===== config.mk =====
export PLATFORM = sky130hd
export DESIGN_NAME = capture_dump_ctrl
export DESIGN_NICKNAME = d
export VERILOG_FILES = /design/src/rtl/capture_dump_ctrl.sv
export SDC_FILE = /design/constraint.sdc
export NUM_CORES = 1
export LEC_CHECK = 0
export CELL_PAD_IN_SITES_DETAIL_PLACEMENT = 0
export CELL_PAD_IN_SITES_GLOBAL_PLACEMENT = 1
export CORE_AREA = 5 5 79 81
export CTS_CLUSTER_SIZE = 8
export DETAILED_ROUTE_END_ITERATION = 10
export DIE_AREA = 0 0 84 86
export GPL_TIMING_DRIVEN = 1
export MAX_ROUTING_LAYER = met4
export PLACE_DENSITY_LB_ADDON = 0.3
export SKIP_CTS_REPAIR_TIMING = 1
export SLEW_MARGIN = 0
export SYNTH_ARGS = -nofsm -noshare
export SYNTH_HDL_FRONTEND = slang
export SYNTH_SLANG_ARGS = --single-unit
export TNS_END_PERCENT = 100

===== constraint.sdc =====
create_clock -name clk -period 2 [get_ports clk]
set_input_delay 0.4 -clock clk [delete_from_list [all_inputs] [get_ports clk]]
set_output_delay 0.4 -clock clk [all_outputs]
set_load 0.005 [all_outputs]

===== src/rtl/capture_dump_ctrl.sv =====
// Capture RAM dump sequencer: walks the circular capture buffer from the oldest
// sample and hands each byte to the UART. Define DUMP_CHKSUM_EN to append a mod-256 checksum byte.
module capture_dump_ctrl #(
  parameter int DEPTH  = 384,
  parameter int ADDR_W = 9,
  parameter int NUM_CH = 4
) (
  input  logic              clk,
  input  logic              rst_n,
  input  logic              dump_req,
  input  logic [1:0]        dump_ch,
  input  logic              capture_done,
  input  logic [ADDR_W-1:0] waddr,
  input  logic [7:0]        ram_rdata,
  input  logic              tx_done,
  output logic [ADDR_W-1:0] ram_raddr,
  output logic              ram_ren,
  output logic [1:0]        ram_ch_sel,
  output logic [7:0]        tx_data,
  output logic              trmt,
  output logic              busy,
  output logic              dump_done,
  output logic              dump_nak,
  output logic              clr_cap_done
);

  localparam int CNT_W = ADDR_W + 1;
  localparam logic [CNT_W-1:0]  DEPTH_C = CNT_W'(DEPTH);
  localparam logic [ADDR_W-1:0] LAST_A  = ADDR_W'(DEPTH - 1);

`ifdef DUMP_CHKSUM_EN
  typedef enum logic [2:0] {
    S_IDLE, S_READ, S_LATCH, S_WAIT_TX, S_CHK, S_WAIT_CHK, S_DONE
  } state_t;
`else
  typedef enum logic [2:0] {
    S_IDLE, S_READ, S_LATCH, S_WAIT_TX, S_DONE
  } state_t;
`endif

  // Handshake: trmt is a one-cycle pulse with tx_data valid in that same cycle;
  // the UART answers with a one-cycle tx_done once the byte has left the line.
  state_t            state_q, state_d;
  logic [ADDR_W-1:0] raddr_q, raddr_d;
  logic [1:0]        ch_q, ch_d;
  logic [CNT_W-1:0]  cnt_q, cnt_d;
  logic [7:0]        txd_q, txd_d;
  logic              nak_q, nak_d;
`ifdef DUMP_CHKSUM_EN
  logic [7:0]        sum_q, sum_d;
`endif

  always_ff @(posedge clk or negedge rst_n) begin
    if (!rst_n) begin
      state_q <= S_IDLE;
      raddr_q <= '0;
      ch_q    <= '0;
      cnt_q   <= '0;
      txd_q   <= '0;
      nak_q   <= 1'b0;
`ifdef DUMP_CHKSUM_EN
      sum_q   <= '0;
`endif
    end else begin
      state_q <= state_d;
      raddr_q <= raddr_d;
      ch_q    <= ch_d;
      cnt_q   <= cnt_d;
      txd_q   <= txd_d;
      nak_q   <= nak_d;
`ifdef DUMP_CHKSUM_EN
      sum_q   <= sum_d;
`endif
    end
  end

  always_comb begin
    state_d      = state_q;
    raddr_d      = raddr_q;
    ch_d         = ch_q;
    cnt_d        = cnt_q;
    txd_d        = txd_q;
    nak_d        = 1'b0;
    ram_ren      = 1'b0;
    trmt         = 1'b0;
    dump_done    = 1'b0;
    clr_cap_done = 1'b0;
    tx_data      = txd_q;
`ifdef DUMP_CHKSUM_EN
    sum_d        = sum_q;
`endif
    case (state_q)
      S_IDLE: begin
        if (dump_req) begin
          if (capture_done) begin
            // Out-of-range write pointers mean the buffer restarts at 0.
            raddr_d = ({1'b0, waddr} >= DEPTH_C) ? '0 : waddr;
            ch_d    = (32'(dump_ch) < NUM_CH) ? dump_ch : 2'd0;
            cnt_d   = '0;
`ifdef DUMP_CHKSUM_EN
            sum_d   = '0;
`endif
            state_d = S_READ;
          end else begin
            nak_d = 1'b1;
          end
        end
      end
      S_READ: begin
        ram_ren = 1'b1;
        state_d = S_LATCH;
      end
      S_LATCH: begin
        // Bypass so the UART sees the fresh byte in the same cycle as trmt.
        trmt    = 1'b1;
        tx_data = ram_rdata;
        txd_d   = ram_rdata;
`ifdef DUMP_CHKSUM_EN
        sum_d   = sum_q + ram_rdata;
`endif
        state_d = S_WAIT_TX;
      end
      S_WAIT_TX: begin
        if (tx_done) begin
          cnt_d   = cnt_q + CNT_W'(1);
          raddr_d = (raddr_q == LAST_A) ? '0 : raddr_q + ADDR_W'(1);
          if (cnt_d == DEPTH_C) begin
`ifdef DUMP_CHKSUM_EN
            state_d = S_CHK;
`else
            state_d = S_DONE;
`endif
          end else begin
            state_d = S_READ;
          end
        end
      end
`ifdef DUMP_CHKSUM_EN
      S_CHK: begin
        trmt    = 1'b1;
        tx_data = sum_q;
        txd_d   = sum_q;
        state_d = S_WAIT_CHK;
      end
      S_WAIT_CHK: begin
        if (tx_done) state_d = S_DONE;
      end
`endif
      S_DONE: begin
        dump_done    = 1'b1;
        clr_cap_done = 1'b1;
        state_d      = S_IDLE;
      end
      default: state_d = S_IDLE;
    endcase
  end

  assign busy       = (state_q != S_IDLE);
  assign dump_nak   = nak_q;
  assign ram_raddr  = raddr_q;
  assign ram_ch_sel = ch_q;

endmodule


==> results of run 1 <==
==> placed cells by master (no fill, tap or decap), drive strengths merged, types with 6 or more instances in the layout <==
master,synthesis,routed
mux2,11,11
nand2,11,11
clkdlybuf4s50,0,35
buf,6,23
nand3,6,6
dlymetal6s2s,0,6
dfrtp,33,33
clkbuf,7,9
a21oi,12,12
o21ai,20,20
nor3b,7,7
nor2,11,11
==> sequential cells by signal (all words and copies together), names as in the netlist <==
| name | count |
|---|---|
| cnt_q | 10 |
| ram_ch_sel | 2 |
| state_q | 3 |
| dump_nak | 1 |
| txd_q | 8 |
| ram_raddr | 9 |
==> layout make-up <==
cell class	count	area share, %
inverters	2	0.2904
multi-input cells	133	36.30
flip-flops and latches	33	31.95
repair buffers	68	25.12
well taps	72	3.485
clock inverters	1	0.1936
clock buffers	5	2.662
==> metal layers <==
layer / part of all wire, % / wire length (um)
met3: 3.3 / 160
met4: 1.1 / 52
met5: 0 / 0
met2: 50 / 2444
met1: 45 / 2203
==> worst paths after layout <==
path                                       endpoint  cells after the start  slack (ns)              startpoint
hold reg to reg                  txd_q[0]$_DFF_PN0_                      1        0.49      txd_q[0]$_DFF_PN0_
min in group asynchronous    state_q[1]$_DFFE_PN0P_                      2        0.53                   rst_n
hold / removal                   txd_q[0]$_DFF_PN0_                      1        0.49      txd_q[0]$_DFF_PN0_
max in group asynchronous      cnt_q[3]$_DFFE_PN0P_                      2        1.16                   rst_n
setup reg to reg           ram_raddr[7]$_DFFE_PN0P_                      5        0.19  state_q[0]$_DFFE_PN0P_
setup / recovery                         tx_data[6]                      6       -0.05  state_q[2]$_DFFE_PN0P_
==> power groups by stage <==
stage	Sequential, W	Clock, W	Combinational [W]
4_1_cts	0.00110	0.000477	0.00169
3_5_place_dp	0.00111	0	0.00168
2_1_floorplan	0.00106	0	0.000909
5_1_grt	0.00114	0.000506	0.00199
3_3_place_gp	0.00110	0	0.00166
6_report	0.00110	0.000460	0.00183
==> synth_stat cells (3+ instances only) <==
library cell | n | area share [%]
dfrtp_1 | 33 | 46
o21ai_0 | 15 | 4.1
a21oi_1 | 12 | 3.3
mux2_2 | 11 | 6.8
nand2_1 | 11 | 2.3
nor2_1 | 11 | 2.3
clkbuf_1 | 7 | 1.5
nor3b_1 | 7 | 2.9
nand3_1 | 6 | 1.7
a31oi_1 | 5 | 1.7
nor3_1 | 5 | 1.4
nand4_1 | 4 | 1.4
and3_1 | 3 | 1.0
buf_6 | 3 | 1.9
o21ai_1 | 3 | 0.83
==> kinds of logic (layout without fill, tap and decap cells) <==
kind of cell               after synthesis  in the layout
muxes                                   11             11
AOI/OAI and AO/OA                       58             58
buffers and inverters                   15             76
adders and majority gates                2              2
xor gates and xnor gates                 2              2
DFF                                     33             33
and+or+nand+nor                         60             60
==> metrics by stage <==
step           utilization (%)  cell area (sq um)
3_3_place_gp             44.38               2399
6_report                 47.82               2585
4_1_cts                  45.74               2472
5_1_grt                  47.82               2585
3_5_place_dp             44.38               2399
2_1_floorplan                -               1810
==> flow_summary_export.csv, run 1 <==
group,metric,value,unit
status,status,"complete, but fails checks",
status,violations,"negative setup slack",
place,dp.cells,299,
die,io_pins,49,
logic_synthesis,synth_xor_xnor_area_share,0.9675,%
logic_synthesis,ys_seq_elements,33,
clock_tree,clk_latency,0.28,ns
layout,multi_input_area,938.4,sq um
global_routing,grt_start_max_net_pins,34,
sta,setup_viol,5,
place,port_buffers,48,
setup_path,crit_top_cell,"buf_6",
logic_synthesis,synth_flop_cell,"dfrtp_1",
pwr,p_total,0.003389,W
die,die_y,86,um
sta,tns,-0.1554,ns
clock_tree,cts_buffers,5,
logic_synthesis,muxShareOfSynthArea,6.842,%
pwr,clock_power_share,13.6,%
layout,fill_cells,515,
sta,rsz0062_at_grt,"true",
logic_synthesis,syn_nets,207,
drt,viasPerCell,5.175,
flow_run,maxCapViolCount,0,
pwr,p_int,0.002165,W
logic_synthesis,synth_fa_ha_area_share,1.382,%
logic_synthesis,avgSynthCellArea,10.00,sq um
setup_path,worstPathMaxFanout,3,
global_routing,overflow,0,
die,start_util,33.50,%
drt,routed_wl,4.860,mm
pwr,vdd_ir_drop_max,0.4629,mV
sta,setup_ws,-0.04916,ns
pwr,p_leak,1.158,nW
drt,firstDrtPassIters,4,
sta,clock-skew-final,0.006135,ns
logic_synthesis,synthSimpleGateAreaFrac,19.00,%
global_routing,grt_pass1_vias,1576,
sta,max_freq,488.0,MHz
place,place.gp.congestion,0.7625,
global_routing,antenna_found_initial,0,
drt,vias,1625,
setup_path,critPathArrivalTime,1.65,ns
die,rows,27,
drt,drt-initial-drc-count,26,
setup_path,crit_type,"reg2out",
logic_synthesis,synth_top_family_by_area,"compound AO/OA/AOI/OAI gates",
setup_path,crit_slowest_cell,"dfrtp_1",
sta,tightestPinTransition,0.4408,ns
layout,drive_above_1_share,21.90,%
sta,finalHoldViolCount,0,
pwr,p_comb_share,53.9,%
sta,whs,0.4931,ns
clock_tree,cts_tree,"done",
clock_tree,cts_sinks,33,
global_routing,grtUsageMet2,23.21,%
logic_synthesis,synth-edff-count,0,
layout,regArea,825.8,sq um
sta,period_share,102.5,%
die,dieArea,0.007224,sq mm
drt,post_drt_wl_per_cell,15.48,um
global_routing,grt_usage,14.08,%
global_routing,grtUsageMet1,17.27,%
drt,post-route-drc-count,0,
setup_path,cp_num_buf_inv,4,
logic_synthesis,syn_area,0.001810,sq mm
clock_tree,cts_buffer_depth,2,
layout,n_antenna_cell,0,
layout,instances_no_fill,314,
clock_tree,clkTransAtPathRegs,0.07,ns
pwr,p_seq_share,32.5,%
clock_tree,clockRootBuffer,"clkbuf_8",
sta,drv_slew,0,
sta,slew_headroom,70.61,%
place,post-place-ws,0.02940,ns
global_routing,grt_pass1_wl,7.997,mm
logic_synthesis,synth_compound_area_share,21.49,%
pwr,p_sw_share,36.10,%
die,core_area,0.005405,sq mm
clock_tree,htree_levels,2,
hold_path,hold_path_class,"reg2reg",
setup_path,endpoint_kind,"output pin",
place,dpl.hpwl,3.440,mm
logic_synthesis,ys_types,53,
logic_synthesis,yosys_warnings,0,
logic_synthesis,ys_async_sr_fraction,100.0,%
logic_synthesis,yosysSeqAreaShare,45.61,%
setup_path,cpPeakStageDelay,0.40,ns
global_routing,top_usage_layer,"met2",
setup_path,cp.required,1.60,ns
setup_path,critical-path-top-delay-family,"buffers and inverters",
die,die_w,84,um
layout,nets,269,
pwr,power.switching,0.001223,W
pwr,powerDensity,1311,mW/mm^2
global_routing,met3_usage,3.746,%
setup_path,crit_chain,"nor3b_2, buf_4, buf_6, buf_6, mux2_4, buf_6",
layout,synthToLayoutAreaGrowth,42.78,%
sta,finalCriticalPeriod,2.049,ns
drt,antenna_left,0,
logic_synthesis,syn_inst,181,
setup_path,start_kind,"flip-flop",
(Power assumes the default switching activity.)
==> inputs of run 2 (changes only) <==
--- a/config.mk
+++ b/config.mk
@@ -6,4 +6,5 @@
 export NUM_CORES = 1
 export LEC_CHECK = 0
+export CAP_MARGIN = 25
 export CELL_PAD_IN_SITES_DETAIL_PLACEMENT = 0
 export CELL_PAD_IN_SITES_GLOBAL_PLACEMENT = 1
==> constraint.sdc (replaced) <==
create_clock -name clk -period 2 [get_ports clk]
set_input_delay 0.4 -clock clk [delete_from_list [all_inputs] [get_ports clk]]
set_output_delay 0.4 -clock clk [all_outputs]
set_load 0.01 [all_outputs]
==> run 2 against run 1 <==
The flow still finishes with violations (negative setup slack). Flip-flop and latch count unchanged. Via count up 0.25%. Combinational power up 3%. Wire length up 0.58%. Highest routed layer unchanged.
==> flow_summary_export.csv, run 2 (synthesis results as in run 1) <==
group,metric,value,unit
setup_path,rr_startpoint,"state_q[1]$_DFFE_PN0P_",
clock_tree,cts_tree,"done",
die,start_util,33.50,%
setup_path,ff2ff_path_depth,5,
setup_path,cp-startpoint,"state_q[2]$_DFFE_PN0P_",
clock_tree,clk_latency,0.29,ns
drt,post_drt_wl_per_cell,15.67,um
hold_path,hold_path_class,"reg2reg",
setup_path,cp_num_buf_inv,3,
global_routing,grt_pass1_vias,1619,
place,dpl.hpwl,3.403,mm
layout,instances_no_fill,312,
pwr,p_leak,1.131,nW
layout,final_cell_mix,"clkdlybuf4s50_1, dfrtp_1, buf_4",
die,die_y,86,um
global_routing,grt_pass1_wl,8.093,mm
die,io_pins,49,
sta,setup_viol,4,
status,status,"complete, but fails checks",
layout,nets,266,
layout,n_antenna_cell,0,
drt,viasPerCell,5.221,
sta,finalCriticalPeriod,2.047,ns
layout,largest_reg_flops,10,
setup_path,crit_chain,"nor3b_2, buf_4, buf_6, mux2_2, clkbuf_2",
setup_path,start_kind,"flip-flop",
sta,setup_ws,-0.04689,ns
layout,top_register,"cnt_q",
sta,drv_slew,0,
sta,period_share,102.3,%
pwr,powerDensity,1365,mW/mm^2
clock_tree,clockRootBuffer,"clkbuf_8",
clock_tree,cts_sinks,33,
drt,antenna_left,0,
status,violations,"negative setup slack",
sta,rsz0062_at_grt,"true",
sta,slew_headroom,71.20,%
drt,firstDrtPassIters,4,
setup_path,critical-path-top-delay-family,"buffers and inverters",
hold_path,min_from,"txd_q[6]$_DFF_PN0_",
setup_path,rrSetupSlack,0.22,ns
drt,routed_wl,4.888,mm
sta,tns,-0.07858,ns
die,core_area,0.005405,sq mm
flow_run,maxCapViolCount,0,
drt,post-route-drc-count,0,
pwr,vdd_ir_drop_max,0.4320,mV
sta,finalHoldViolCount,0,
global_routing,grt_usage,14.28,%
sta,max_freq,488.5,MHz
setup_path,crit_type,"reg2out",
clock_tree,cts_buffer_depth,2,
setup_path,rr_endpoint,"ram_raddr[7]$_DFFE_PN0P_",
setup_path,worstPathMaxFanout,4,
setup_path,crit_slowest_cell,"dfrtp_1",
setup_path,critPathArrivalTime,1.65,ns
drt,drt-initial-drc-count,60,
die,dieArea,0.007224,sq mm
clock_tree,clkTransAtPathRegs,0.07,ns
die,die_w,84,um
place,port_buffers,48,
global_routing,antenna_found_initial,0,
clock_tree,htree_levels,2,
global_routing,overflow,0,
sta,tightestPinTransition,0.4321,ns
setup_path,cp.required,1.60,ns
layout,utilization,47.41,%
layout,fill_cells,516,
sta,clock-skew-final,0.004011,ns
setup_path,endpoint,"tx_data[1]",
place,place.gp.congestion,0.7689,
layout,layout_commonest_cell,"clkdlybuf4s50_1",
place,dp.cells,301,
setup_path,cpPeakStageDelay,0.39,ns
setup_path,endpoint_kind,"output pin",
drt,vias,1629,
setup_path,worst-path-stages,5,
layout,synthToLayoutAreaGrowth,41.53,%
global_routing,grt_start_max_net_pins,34,
clock_tree,cts_buffers,5,
layout,drive_above_1_share,20.83,%
die,rows,27,
[run 2: changes by cell type in the layout (fill, tap and decap cells not counted), sizes merged]
cell	previous run	this run
buf	23	24
clkbuf	9	8
clkinv	1	0
dlymetal6s2s	6	5
[run 2: layout make-up]
type,instances,area [sq um],area share [%]
multi-input cells,133,930.9,36.33
flip-flops and latches,33,825.8,32.23
repair buffers,65,621.8,24.27
well taps,72,90.09,3.516
clock buffers,7,86.33,3.369
inverters,2,7.507,0.2930
[run 2: worst min-delay path by stage]
| stage | endpoint | cells past startpoint |
|---|---|---|
| CTS | txd_q[2]$_DFF_PN0_ | 1 |
| floorplan | cnt_q[0]$_DFFE_PN0P_ | 0 |
| detailed placement | txd_q[3]$_DFF_PN0_ | 1 |
| finish | txd_q[6]$_DFF_PN0_ | 1 |
| global route | txd_q[6]$_DFF_PN0_ | 1 |
| global placement | txd_q[3]$_DFF_PN0_ | 1 |
[run 2: metrics by stage]
stage          setup WS (ns)  total power (W)  cell area (sq um)  hold slack (ns)
6_report            -0.04689         0.003498               2562           0.4983
2_1_floorplan         0.1216         0.002067               1810           0.1044
5_1_grt              -0.1108         0.003754               2562           0.5227
3_3_place_gp         0.01870         0.002852               2401           0.4839
3_5_place_dp        -0.01343         0.002868               2401           0.4855
4_1_cts              -0.3358         0.003391               2487           0.5008
[run 2: metal layers]
metal	track usage, %	vias to the layer above	part of all wire (%)
li1	-	801	-
met1	17.75	791	45
met2	22.63	29	49
met3	3.650	8	4.0
met4	4.971	0	1.6
met5	-	-	0
[run 2: report_power, final]
group	switching [W]	internal [W]	total (W)
combinational	0.000864	0.00102	0.00188
clock	0.000239	0.000273	0.000512
sequential	0.000202	0.000904	0.00111
==> inputs of run 3 (changes only) <==
CELL_PAD_IN_SITES_DETAIL_PLACEMENT = default   (was 0)
CELL_PAD_IN_SITES_GLOBAL_PLACEMENT = default   (was 1)
==> run 3 against run 2 <==
The flow still finishes with violations (negative setup slack). Clock skew is 0.0043 ns higher. Non-clock buffer count unchanged. Flip-flop and latch count is the same. Global-route usage is 0.67 points lower. Worst hold slack improved by 0.0024 ns. Die area did not move. Cell count up 0.32%. Total power rose by 3.3%. First-iteration DRC count is 25% higher. Utilization is 0.46 points higher. Critical endpoint is now tx_data[5]. Highest routed layer unchanged.
==> flow_summary_export.csv, run 3 (synthesis results as in run 1) <==
group,metric,value,unit
status,status,"complete, but fails checks",
status,violations,"negative setup slack",
die,die_y,86,um
drt,viasPerCell,5.227,
clock_tree,clockRootBuffer,"clkbuf_8",
setup_path,crit_type,"reg2out",
drt,routed_wl,4.834,mm
sta,finalCriticalPeriod,2.138,ns
setup_path,cp.required,1.60,ns
hold_path,hold_path_class,"reg2reg",
global_routing,grt_usage,13.61,%
place,dp.cells,298,
place,dpl.hpwl,3.247,mm
sta,finalHoldViolCount,0,
global_routing,grt_pass1_vias,1544,
die,start_util,33.50,%
sta,setup_ws,-0.1377,ns
sta,clock-skew-final,0.008304,ns
pwr,p_total,0.003615,W
clock_tree,cts_tree,"done",
sta,setup_viol,6,
layout,n_antenna_cell,0,
setup_path,critPathArrivalTime,1.74,ns
drt,drt-initial-drc-count,75,
sta,tightestPinTransition,0.4464,ns
sta,max_freq,467.8,MHz
layout,design_area,0.002587,sq mm
layout,largest_reg_flops,10,
place,place.gp.congestion,0.8300,
setup_path,start_kind,"flip-flop",
setup_path,endpoint_kind,"output pin",
die,io_pins,49,
global_routing,antenna_found_initial,0,
clock_tree,cts_sinks,33,
die,dieArea,0.007224,sq mm
sta,period_share,106.9,%
layout,synthToLayoutAreaGrowth,42.92,%
layout,top_register,"cnt_q",
global_routing,grt_pass1_wl,7.603,mm
pwr,p_leak,1.139,nW
drt,post-route-drc-count,0,
drt,vias,1636,
sta,rsz0062_at_grt,"true",
layout,layout_commonest_cell,"clkdlybuf4s50_1",
clock_tree,cts_buffer_depth,2,
pwr,powerDensity,1397,mW/mm^2
flow_run,maxCapViolCount,0,
clock_tree,clkTransAtPathRegs,0.07,ns
clock_tree,cts_buffers,5,
setup_path,worstPathMaxFanout,4,
clock_tree,htree_levels,2,
die,rows,27,
drt,firstDrtPassIters,4,
place,post_dp_cell_area,0.002379,sq mm
layout,instances_no_fill,313,
drt,post_drt_wl_per_cell,15.44,um
global_routing,grt_start_max_net_pins,34,
global_routing,overflow,0,
sta,slew_headroom,70.24,%
pwr,vdd_ir_drop_max,0.5628,mV
place,port_buffers,48,
drt,antenna_left,0,
clock_tree,clk_latency,0.29,ns
die,core_area,0.005405,sq mm
layout,utilization,47.87,%
layout,nets,266,
die,die_w,84,um
layout,drive_above_1_share,21.58,%
layout,final_cell_mix,"clkdlybuf4s50_1, dfrtp_1, o21ai_0, buf_4, a21oi_1",
sta,drv_slew,0,
==> run 3: cell types whose count changed in the layout (fill, tap and decap cells not counted) <==
cell	delta
buf_4	-1
bufinv_16	+1
mux2_4	-2
buf_2	-1
mux2_2	+2
nor3b_1	-1
nor3b_2	+1
clkbuf_2	+2
==> run 3: worst paths after layout <==
kind                                         from                   endpoint  slack (ns)  depth (start not counted)
setup / recovery           state_q[2]$_DFFE_PN0P_                 tx_data[5]       -0.14                          6
hold / removal                 txd_q[3]$_DFF_PN0_         txd_q[3]$_DFF_PN0_        0.50                          1
setup reg to reg           state_q[0]$_DFFE_PN0P_  ram_ch_sel[0]$_DFFE_PN0P_        0.18                          4
hold reg to reg                txd_q[3]$_DFF_PN0_         txd_q[3]$_DFF_PN0_        0.50                          1
max in group asynchronous                   rst_n   ram_raddr[1]$_DFFE_PN0P_        1.17                          2
min in group asynchronous                   rst_n         txd_q[0]$_DFF_PN0_        0.51                          2
==> run 3: worst max-delay path, cell delays in order, from the launching register on <==
cell,delay [ns]
dfrtp_1,0.39
nor3b_2,0.23
buf_4,0.17
buf_6,0.10
buf_4,0.09
mux2_2,0.33
clkbuf_2,0.13
==> run 3: per-stage QoR <==
| step | hold WS [ns] | setup slack [ns] | TNS, ns |
|---|---|---|---|
| finish | 0.5007 | -0.1377 | -0.2215 |
| global route | 0.5186 | -0.2449 | -0.8528 |
| CTS | 0.5027 | -0.3354 | -3.207 |
| detailed placement | 0.4851 | 0.0005097 | 0 |
| global placement | 0.4819 | -0.004290 | -0.009511 |
| floorplan | 0.1044 | 0.1216 | 0 |
==> run 3: power by group <==
group          internal, W  total, W  switching, W
registers         0.000903   0.00111      0.000204
logic             0.000995   0.00184      0.000842
clock network     0.000407  0.000671      0.000265
==> run 3: layout make-up <==
| type | count | area (sq um) |
|---|---|---|
| Clock buffer | 7 | 86.33 |
| Clock inverter | 1 | 30.03 |
| Fill cell | 529 | 2818 |
| Inverter | 2 | 7.507 |
| Multi-Input combinational cell | 133 | 928.4 |
| Sequential cell | 33 | 825.8 |
| Tap cell | 72 | 90.09 |
| Timing Repair Buffer | 65 | 619.3 |
==> run 3: metal layers <==
layer | vias up | GRT usage, % | share of wire [%]
met4 | 0 | 4.386 | 1.1
li1 | 800 | - | -
met3 | 7 | 3.554 | 3.5
met1 | 804 | 16.03 | 44
met2 | 25 | 22.78 | 51
met5 | - | - | 0
